===== config.mk =====
export PLATFORM = sky130hd
export DESIGN_NAME = vga_timing_flat
export DESIGN_NICKNAME = d
export VERILOG_FILES = /design/src/rtl/vga_timing_pkg.sv /design/src/rtl/vga_timing_if.sv /design/src/rtl/vga_timing_sync_delay.sv /design/src/rtl/vga_timing.sv /design/src/flat_wrapper.sv
export SDC_FILE = /design/constraint.sdc
export NUM_CORES = 1
export LEC_CHECK = 0
export BUFFER_PORTS_ARGS = -buffer_cell sky130_fd_sc_hd__buf_2
export CAP_MARGIN = 0
export CELL_PAD_IN_SITES_DETAIL_PLACEMENT = 0
export CELL_PAD_IN_SITES_GLOBAL_PLACEMENT = 1
export CORE_ASPECT_RATIO = 1.25
export CORE_MARGIN = 1
export CORE_UTILIZATION = 41
export DETAILED_ROUTE_END_ITERATION = 10
export PLACE_DENSITY_LB_ADDON = 0.08
export SYNTH_ARGS = -nofsm -noshare
export SYNTH_HDL_FRONTEND = slang
export SYNTH_SLANG_ARGS = --single-unit

===== constraint.sdc =====
create_clock -name vclk -period 3.65 [get_ports vclk]
set_input_delay 0.1825 -clock vclk [delete_from_list [all_inputs] [get_ports vclk]]
set_output_delay 0.1825 -clock vclk [all_outputs]
set_load 0.02 [all_outputs]

===== src/rtl/vga_timing_pkg.sv =====
// Shared timing constants, count types and the sync/blank bundle used by the
// raster generator and its aligned delay line.
package vga_pkg;

    localparam int H_VISIBLE_DEF = 800;
    localparam int H_FRONT_DEF   = 56;
    localparam int H_SYNC_DEF    = 120;
    localparam int H_BACK_DEF    = 64;
    localparam int V_VISIBLE_DEF = 600;
    localparam int V_FRONT_DEF   = 37;
    localparam int V_SYNC_DEF    = 6;
    localparam int V_BACK_DEF    = 23;

    localparam int H_TOTAL_DEF = H_VISIBLE_DEF + H_FRONT_DEF + H_SYNC_DEF + H_BACK_DEF;
    localparam int V_TOTAL_DEF = V_VISIBLE_DEF + V_FRONT_DEF + V_SYNC_DEF + V_BACK_DEF;

    localparam int HCNT_W = 11;
    localparam int VCNT_W = 10;

    typedef logic [HCNT_W-1:0] hcount_t;
    typedef logic [VCNT_W-1:0] vcount_t;

    typedef struct packed {
        logic blank;
        logic hsync;
        logic vsync;
    } sync_bus_t;

    // Idle bundle: blanked, both syncs at their inactive level.
    function automatic sync_bus_t sync_idle(input logic pol);
        sync_bus_t s;
        s.blank = 1'b1;
        s.hsync = ~pol;
        s.vsync = ~pol;
        return s;
    endfunction

endpackage


===== src/rtl/vga_timing_if.sv =====
// Raster timing bundle: counts, strobes and pipeline-aligned sync/blank copies.
interface vga_timing_if;
    import vga_pkg::*;

    hcount_t hcount;
    vcount_t vcount;
    logic    hsync;
    logic    vsync;
    logic    blank;
    logic    line_start;
    logic    frame_start;
    logic    hsync_d;
    logic    vsync_d;
    logic    blank_d;

    modport master (
        output hcount, vcount, hsync, vsync, blank,
        output line_start, frame_start, hsync_d, vsync_d, blank_d
    );

    modport slave (
        input hcount, vcount, hsync, vsync, blank,
        input line_start, frame_start, hsync_d, vsync_d, blank_d
    );

endinterface


===== src/rtl/vga_timing_sync_delay.sv =====
// Fixed-depth shift register that re-times sync/blank to match the registered
// pixel stages; depth 0 degenerates to a straight wire.
module sync_delay
    import vga_pkg::*;
#(
    parameter int        DEPTH   = 1,
    parameter sync_bus_t RST_VAL = 3'b100
) (
    input  logic      vclk,
    input  logic      rst,
    input  sync_bus_t d_i,
    output sync_bus_t q_o
);

    generate
        if (DEPTH == 0) begin : g_wire
            assign q_o = d_i;
        end else begin : g_pipe
            sync_bus_t stage_q [DEPTH];

            // Shift chain, flushed to the idle bundle on reset.
            always_ff @(posedge vclk) begin
                if (rst) begin
                    for (int i = 0; i < DEPTH; i++) begin
                        stage_q[i] <= RST_VAL;
                    end
                end else begin
                    stage_q[0] <= d_i;
                    for (int i = 1; i < DEPTH; i++) begin
                        stage_q[i] <= stage_q[i-1];
                    end
                end
            end

            assign q_o = stage_q[DEPTH-1];
        end
    endgenerate

endmodule


===== src/rtl/vga_timing.sv =====
// Free-running raster timing generator: pixel/line counters with zero-skew
// sync, blank and start strobes, plus pipeline-delayed sync/blank copies.
module vga_timing
    import vga_pkg::*;
#(
    parameter int   H_VISIBLE = H_VISIBLE_DEF,
    parameter int   H_FRONT   = H_FRONT_DEF,
    parameter int   H_SYNC    = H_SYNC_DEF,
    parameter int   H_BACK    = H_BACK_DEF,
    parameter int   V_VISIBLE = V_VISIBLE_DEF,
    parameter int   V_FRONT   = V_FRONT_DEF,
    parameter int   V_SYNC    = V_SYNC_DEF,
    parameter int   V_BACK    = V_BACK_DEF,
    parameter logic SYNC_POL  = 1'b1,
    parameter int   PIPE_DLY  = 1
) (
    input  logic         vclk,
    input  logic         rst,
    vga_timing_if.master vif
);

    localparam int H_TOTAL = H_VISIBLE + H_FRONT + H_SYNC + H_BACK;
    localparam int V_TOTAL = V_VISIBLE + V_FRONT + V_SYNC + V_BACK;

    localparam hcount_t H_LAST   = hcount_t'(H_TOTAL - 1);
    localparam vcount_t V_LAST   = vcount_t'(V_TOTAL - 1);
    localparam hcount_t H_VIS    = hcount_t'(H_VISIBLE);
    localparam vcount_t V_VIS    = vcount_t'(V_VISIBLE);
    localparam hcount_t HS_FIRST = hcount_t'(H_VISIBLE + H_FRONT);
    localparam hcount_t HS_LAST  = hcount_t'(H_VISIBLE + H_FRONT + H_SYNC - 1);
    localparam vcount_t VS_FIRST = vcount_t'(V_VISIBLE + V_FRONT);
    localparam vcount_t VS_LAST  = vcount_t'(V_VISIBLE + V_FRONT + V_SYNC - 1);

    localparam sync_bus_t IDLE = sync_idle(SYNC_POL);

    hcount_t   hcount_q, hcount_d;
    vcount_t   vcount_q, vcount_d;
    logic      started_q;
    logic      hs_q, hs_d;
    logic      vs_q, vs_d;
    logic      blk_q, blk_d;
    logic      ls_q, ls_d;
    logic      fs_q, fs_d;
    sync_bus_t dly_in_s;
    sync_bus_t dly_out_s;

    // Next coordinate, then every strobe decoded from that same coordinate.
    // The first clock after reset re-presents (0,0) so it carries the start strobes.
    always_comb begin
        hcount_d = hcount_q;
        vcount_d = vcount_q;
        if (!started_q) begin
            hcount_d = '0;
            vcount_d = '0;
        end else if (hcount_q == H_LAST) begin
            hcount_d = '0;
            vcount_d = (vcount_q == V_LAST) ? '0 : vcount_q + 10'd1;
        end else begin
            hcount_d = hcount_q + 11'd1;
        end

        hs_d  = ((hcount_d >= HS_FIRST) && (hcount_d <= HS_LAST)) ? SYNC_POL : ~SYNC_POL;
        vs_d  = ((vcount_d >= VS_FIRST) && (vcount_d <= VS_LAST)) ? SYNC_POL : ~SYNC_POL;
        blk_d = (hcount_d >= H_VIS) || (vcount_d >= V_VIS);
        ls_d  = (hcount_d == 11'd0);
        fs_d  = (hcount_d == 11'd0) && (vcount_d == 10'd0);
    end

    // Counter and strobe registers.
    always_ff @(posedge vclk) begin
        if (rst) begin
            hcount_q  <= '0;
            vcount_q  <= '0;
            started_q <= 1'b0;
            hs_q      <= ~SYNC_POL;
            vs_q      <= ~SYNC_POL;
            blk_q     <= 1'b0;
            ls_q      <= 1'b0;
            fs_q      <= 1'b0;
        end else begin
            hcount_q  <= hcount_d;
            vcount_q  <= vcount_d;
            started_q <= 1'b1;
            hs_q      <= hs_d;
            vs_q      <= vs_d;
            blk_q     <= blk_d;
            ls_q      <= ls_d;
            fs_q      <= fs_d;
        end
    end

    assign dly_in_s.blank = blk_q;
    assign dly_in_s.hsync = hs_q;
    assign dly_in_s.vsync = vs_q;

    sync_delay #(
        .DEPTH   (PIPE_DLY),
        .RST_VAL (IDLE)
    ) u_sync_delay (
        .vclk (vclk),
        .rst  (rst),
        .d_i  (dly_in_s),
        .q_o  (dly_out_s)
    );

    assign vif.hcount      = hcount_q;
    assign vif.vcount      = vcount_q;
    assign vif.hsync       = hs_q;
    assign vif.vsync       = vs_q;
    assign vif.blank       = blk_q;
    assign vif.line_start  = ls_q;
    assign vif.frame_start = fs_q;
    assign vif.hsync_d     = dly_out_s.hsync;
    assign vif.vsync_d     = dly_out_s.vsync;
    assign vif.blank_d     = dly_out_s.blank;

endmodule

===== src/flat_wrapper.sv =====
// flat-port wrapper written by rule: the top's interface ports become plain ports
module vga_timing_flat import vga_pkg::*;
#(
    parameter int   H_VISIBLE = H_VISIBLE_DEF,
    parameter int   H_FRONT   = H_FRONT_DEF,
    parameter int   H_SYNC    = H_SYNC_DEF,
    parameter int   H_BACK    = H_BACK_DEF,
    parameter int   V_VISIBLE = V_VISIBLE_DEF,
    parameter int   V_FRONT   = V_FRONT_DEF,
    parameter int   V_SYNC    = V_SYNC_DEF,
    parameter int   V_BACK    = V_BACK_DEF,
    parameter logic SYNC_POL  = 1'b1,
    parameter int   PIPE_DLY  = 1
)
  (vclk, rst, vif_hcount, vif_vcount, vif_hsync, vif_vsync, vif_blank, vif_line_start, vif_frame_start, vif_hsync_d, vif_vsync_d, vif_blank_d);
  vga_timing_if vif_i ();
  input  logic vclk;
  input  logic rst;
  output wire logic [$bits(vif_i.hcount)-1:0] vif_hcount;
  output wire logic [$bits(vif_i.vcount)-1:0] vif_vcount;
  output wire logic [$bits(vif_i.hsync)-1:0] vif_hsync;
  output wire logic [$bits(vif_i.vsync)-1:0] vif_vsync;
  output wire logic [$bits(vif_i.blank)-1:0] vif_blank;
  output wire logic [$bits(vif_i.line_start)-1:0] vif_line_start;
  output wire logic [$bits(vif_i.frame_start)-1:0] vif_frame_start;
  output wire logic [$bits(vif_i.hsync_d)-1:0] vif_hsync_d;
  output wire logic [$bits(vif_i.vsync_d)-1:0] vif_vsync_d;
  output wire logic [$bits(vif_i.blank_d)-1:0] vif_blank_d;
  assign vif_hcount = vif_i.hcount;
  assign vif_vcount = vif_i.vcount;
  assign vif_hsync = vif_i.hsync;
  assign vif_vsync = vif_i.vsync;
  assign vif_blank = vif_i.blank;
  assign vif_line_start = vif_i.line_start;
  assign vif_frame_start = vif_i.frame_start;
  assign vif_hsync_d = vif_i.hsync_d;
  assign vif_vsync_d = vif_i.vsync_d;
  assign vif_blank_d = vif_i.blank_d;
  vga_timing #(.H_VISIBLE(H_VISIBLE), .H_FRONT(H_FRONT), .H_SYNC(H_SYNC), .H_BACK(H_BACK), .V_VISIBLE(V_VISIBLE), .V_FRONT(V_FRONT), .V_SYNC(V_SYNC), .V_BACK(V_BACK), .SYNC_POL(SYNC_POL), .PIPE_DLY(PIPE_DLY)) u_core (.vclk(vclk), .rst(rst), .vif(vif_i));
endmodule

==> metrics <==
# IOs=31; CP arrival=3110 ps; synthesized instance count=226; #FFs+latches synth=30; Fill cells=461; status=complete, no violations; vias=1680; wire per inst=14.9 um; Slew HR=64.9%; TritonCTS clock tree=built; Total GRT Usage=22.4%; most frequent cells in the layout=buf_2, dfxtp_1, nor2_1; vias in the first global route=1530; Via density=5.51; top sig layer=met4; Min-Delay Path Class=primary input to flip-flop; Req. time, crit path=3850 ps; P per Cell Area=298 nW/um^2; CP Capture Type=flip-flop; Worst Setup Start Kind=flip-flop; net count after synthesis=231; DRT Pass-1 Iters=4; CP max FO=15; final hold vios=0; hold buffer count at CTS=0; total number of H-tree levels=2; sequential fraction of the synthesis area=33.6%; worst hold margin=161 ps; number of I/O port buffers=30; post-synth cell types=44; DRT iter0 DRCs=86; HPWL after detailed placement=3380 um; Leak=0.779 nW; Met1 Wirelength=1980 um; row count=26; largest net degree at the start of global routing=17; Synth area leaders=dfxtp_1, xnor2_1, nor2_1; Final GP Congestion=0.932; CTS resizes=0; pre-CTS WS=783 ps; clk_lat worst skew=280 ps; Core Area=4130 um^2; die width=61.1 um; die height=75.9 um; RSZ-0062 raised after global routing=false; Yosys warnings=0; Max Root-Sink Buffers=2; met2 WL post-DR=2280 um; Residual DRC=0; fin crit period=2910 ps; initial antenna violation count=0; worst-margin pin slew=526 ps; Max Slew Vio Count=0; Overflow after GRT=0; VDD IR-drop max=175 uV; # nets final=254; Setup Fix Bufs, Post-CTS=0; post-synthesis average cell area=7.92 um^2; Crit Path Class=flip-flop to flip-flop; skew final=4.29 ps; CTS Root Cell=clkbuf_8; Layout area overhead=13.5%; wire length on met3=149 um; global-route wire length before repair=7530 um; fin util=49.2%; cell taking the most area after synthesis=dfxtp_1; worst path setup slack after routing=738 ps; fin crit share=79.8%; post-route ant nets=0; clock sink count=30; Die ar.=4630 um^2; clk slew on worst S/H paths=60 ps; Fmax=343 MHz; final wirelength=4530 um; total of max-cap violations=0; synthesized cell area=1790 um^2; setup_tns=0 ps; Starting Density=43.3%; antenna cells=0; Num CTS Buffers=5; setup violators final=0; post-synth top area share=33.6%; share of cells above drive strength 1=20.1%
-- critical path: stages (launching register included) --
cell,delay [ps]
dfxtp_1,420
or4_1,710
or3_1,640
nor2_4,180
xnor2_1,100
or4b_1,550
a211oi_2,230
-- synth_stat cells --
cell,number
a211o_1,2
a211oi_2,1
a21oi_1,10
a22oi_1,3
a2bb2oi_1,1
a31oi_1,1
a41o_1,2
a41oi_1,1
and2_1,3
and3_1,5
and4_1,2
buf_1,1
buf_2,4
buf_6,2
clkbuf_1,11
dfxtp_1,30
ha_1,3
inv_1,5
mux2i_1,2
nand2_1,17
nand3_1,12
nand3b_1,3
nand4_1,7
nand4b_1,1
nor2_1,26
nor2_4,1
nor2b_1,5
nor3_1,8
nor4_1,4
nor4_2,1
o21a_1,1
o21ai_0,7
o21ai_1,1
o22ai_1,3
o31ai_1,2
or2_2,4
or3_1,4
or3b_2,1
or4_1,4
or4b_1,1
or4b_2,1
or4bb_1,1
xnor2_1,16
xor2_1,6
-- logic make-up after synthesis --
family,count (synthesis),share of synthesized area [%]
simple gates,111,33.8
xor+xnor,22,10.8
buf+inv,23,5.94
mux,2,1.12
flops,30,33.6
fa+ha+maj,3,2.10
compound gates,35,12.7
-- stage by stage --
step	power, mW	instance area, um^2	std cells
final	0.606	2030	305
after global routing	0.638	2030	305
after CTS	0.616	2030	305
after detailed placement	0.363	1950	298
after global placement	0.363	1950	298
after floorplan	0.353	1790	226
-- path summary, 6_finish.rpt --
kind / start / to / slack, ps / cells past startpoint
max: u_core.vif.hcount[4]$_SDFF_PP0_ / u_core.vif.vsync$_SDFF_PP0_ / 740 / 6
min: rst / u_core.started_q$_DFF_P_ / 160 / 2
max reg2reg: u_core.vif.hcount[4]$_SDFF_PP0_ / u_core.vif.vsync$_SDFF_PP0_ / 740 / 6
min reg2reg: u_core.vif.blank$_SDFF_PP0_ / u_core.u_sync_delay.g_pipe.stage_q[0][2]$_SDFF_PP1_ / 430 / 1
-- state kept, by name, summed over array words and instances, names as in the netlist --
| signal | cells |
|---|---|
| u_core.vif.line_start | 1 |
| u_core.started_q | 1 |
| u_core.u_sync_delay.g_pipe.stage_q | 3 |
| u_core.vif.hsync | 1 |
| u_core.vif.frame_start | 1 |
| u_core.vif.hcount | 11 |
| u_core.vif.vsync | 1 |
| u_core.vif.vcount | 10 |
| u_core.vif.blank | 1 |
-- report_power, final --
| part | total (mW) | internal (mW) | leakage, nW | switching, mW |
|---|---|---|---|---|
| logic | 0.0210 | 0.00705 | 0.492 | 0.0140 |
| clock network | 0.251 | 0.128 | 0.0438 | 0.123 |
| registers | 0.334 | 0.331 | 0.243 | 0.00250 |
-- area by class of cell --
class / count / area (um^2) / area share (%)
Clock buffer: 5 / 68.8 / 3.39
Timing Repair Buffer: 34 / 180 / 8.87
Multi-Input combinational cell: 173 / 1080 / 53.3
Tap cell: 56 / 70.1 / 3.45
Sequential cell: 30 / 601 / 29.6
Inverter: 5 / 18.8 / 0.924
Clock inverter: 2 / 10.0 / 0.493
-- per-layer routing --
metal	GRT usage, %	vias to the layer above
li1	-	846
met4	10.1	0
met2	37.9	41
met5	0	-
met1	26.9	783
met3	4.58	10
(Power assumes the default switching activity.)
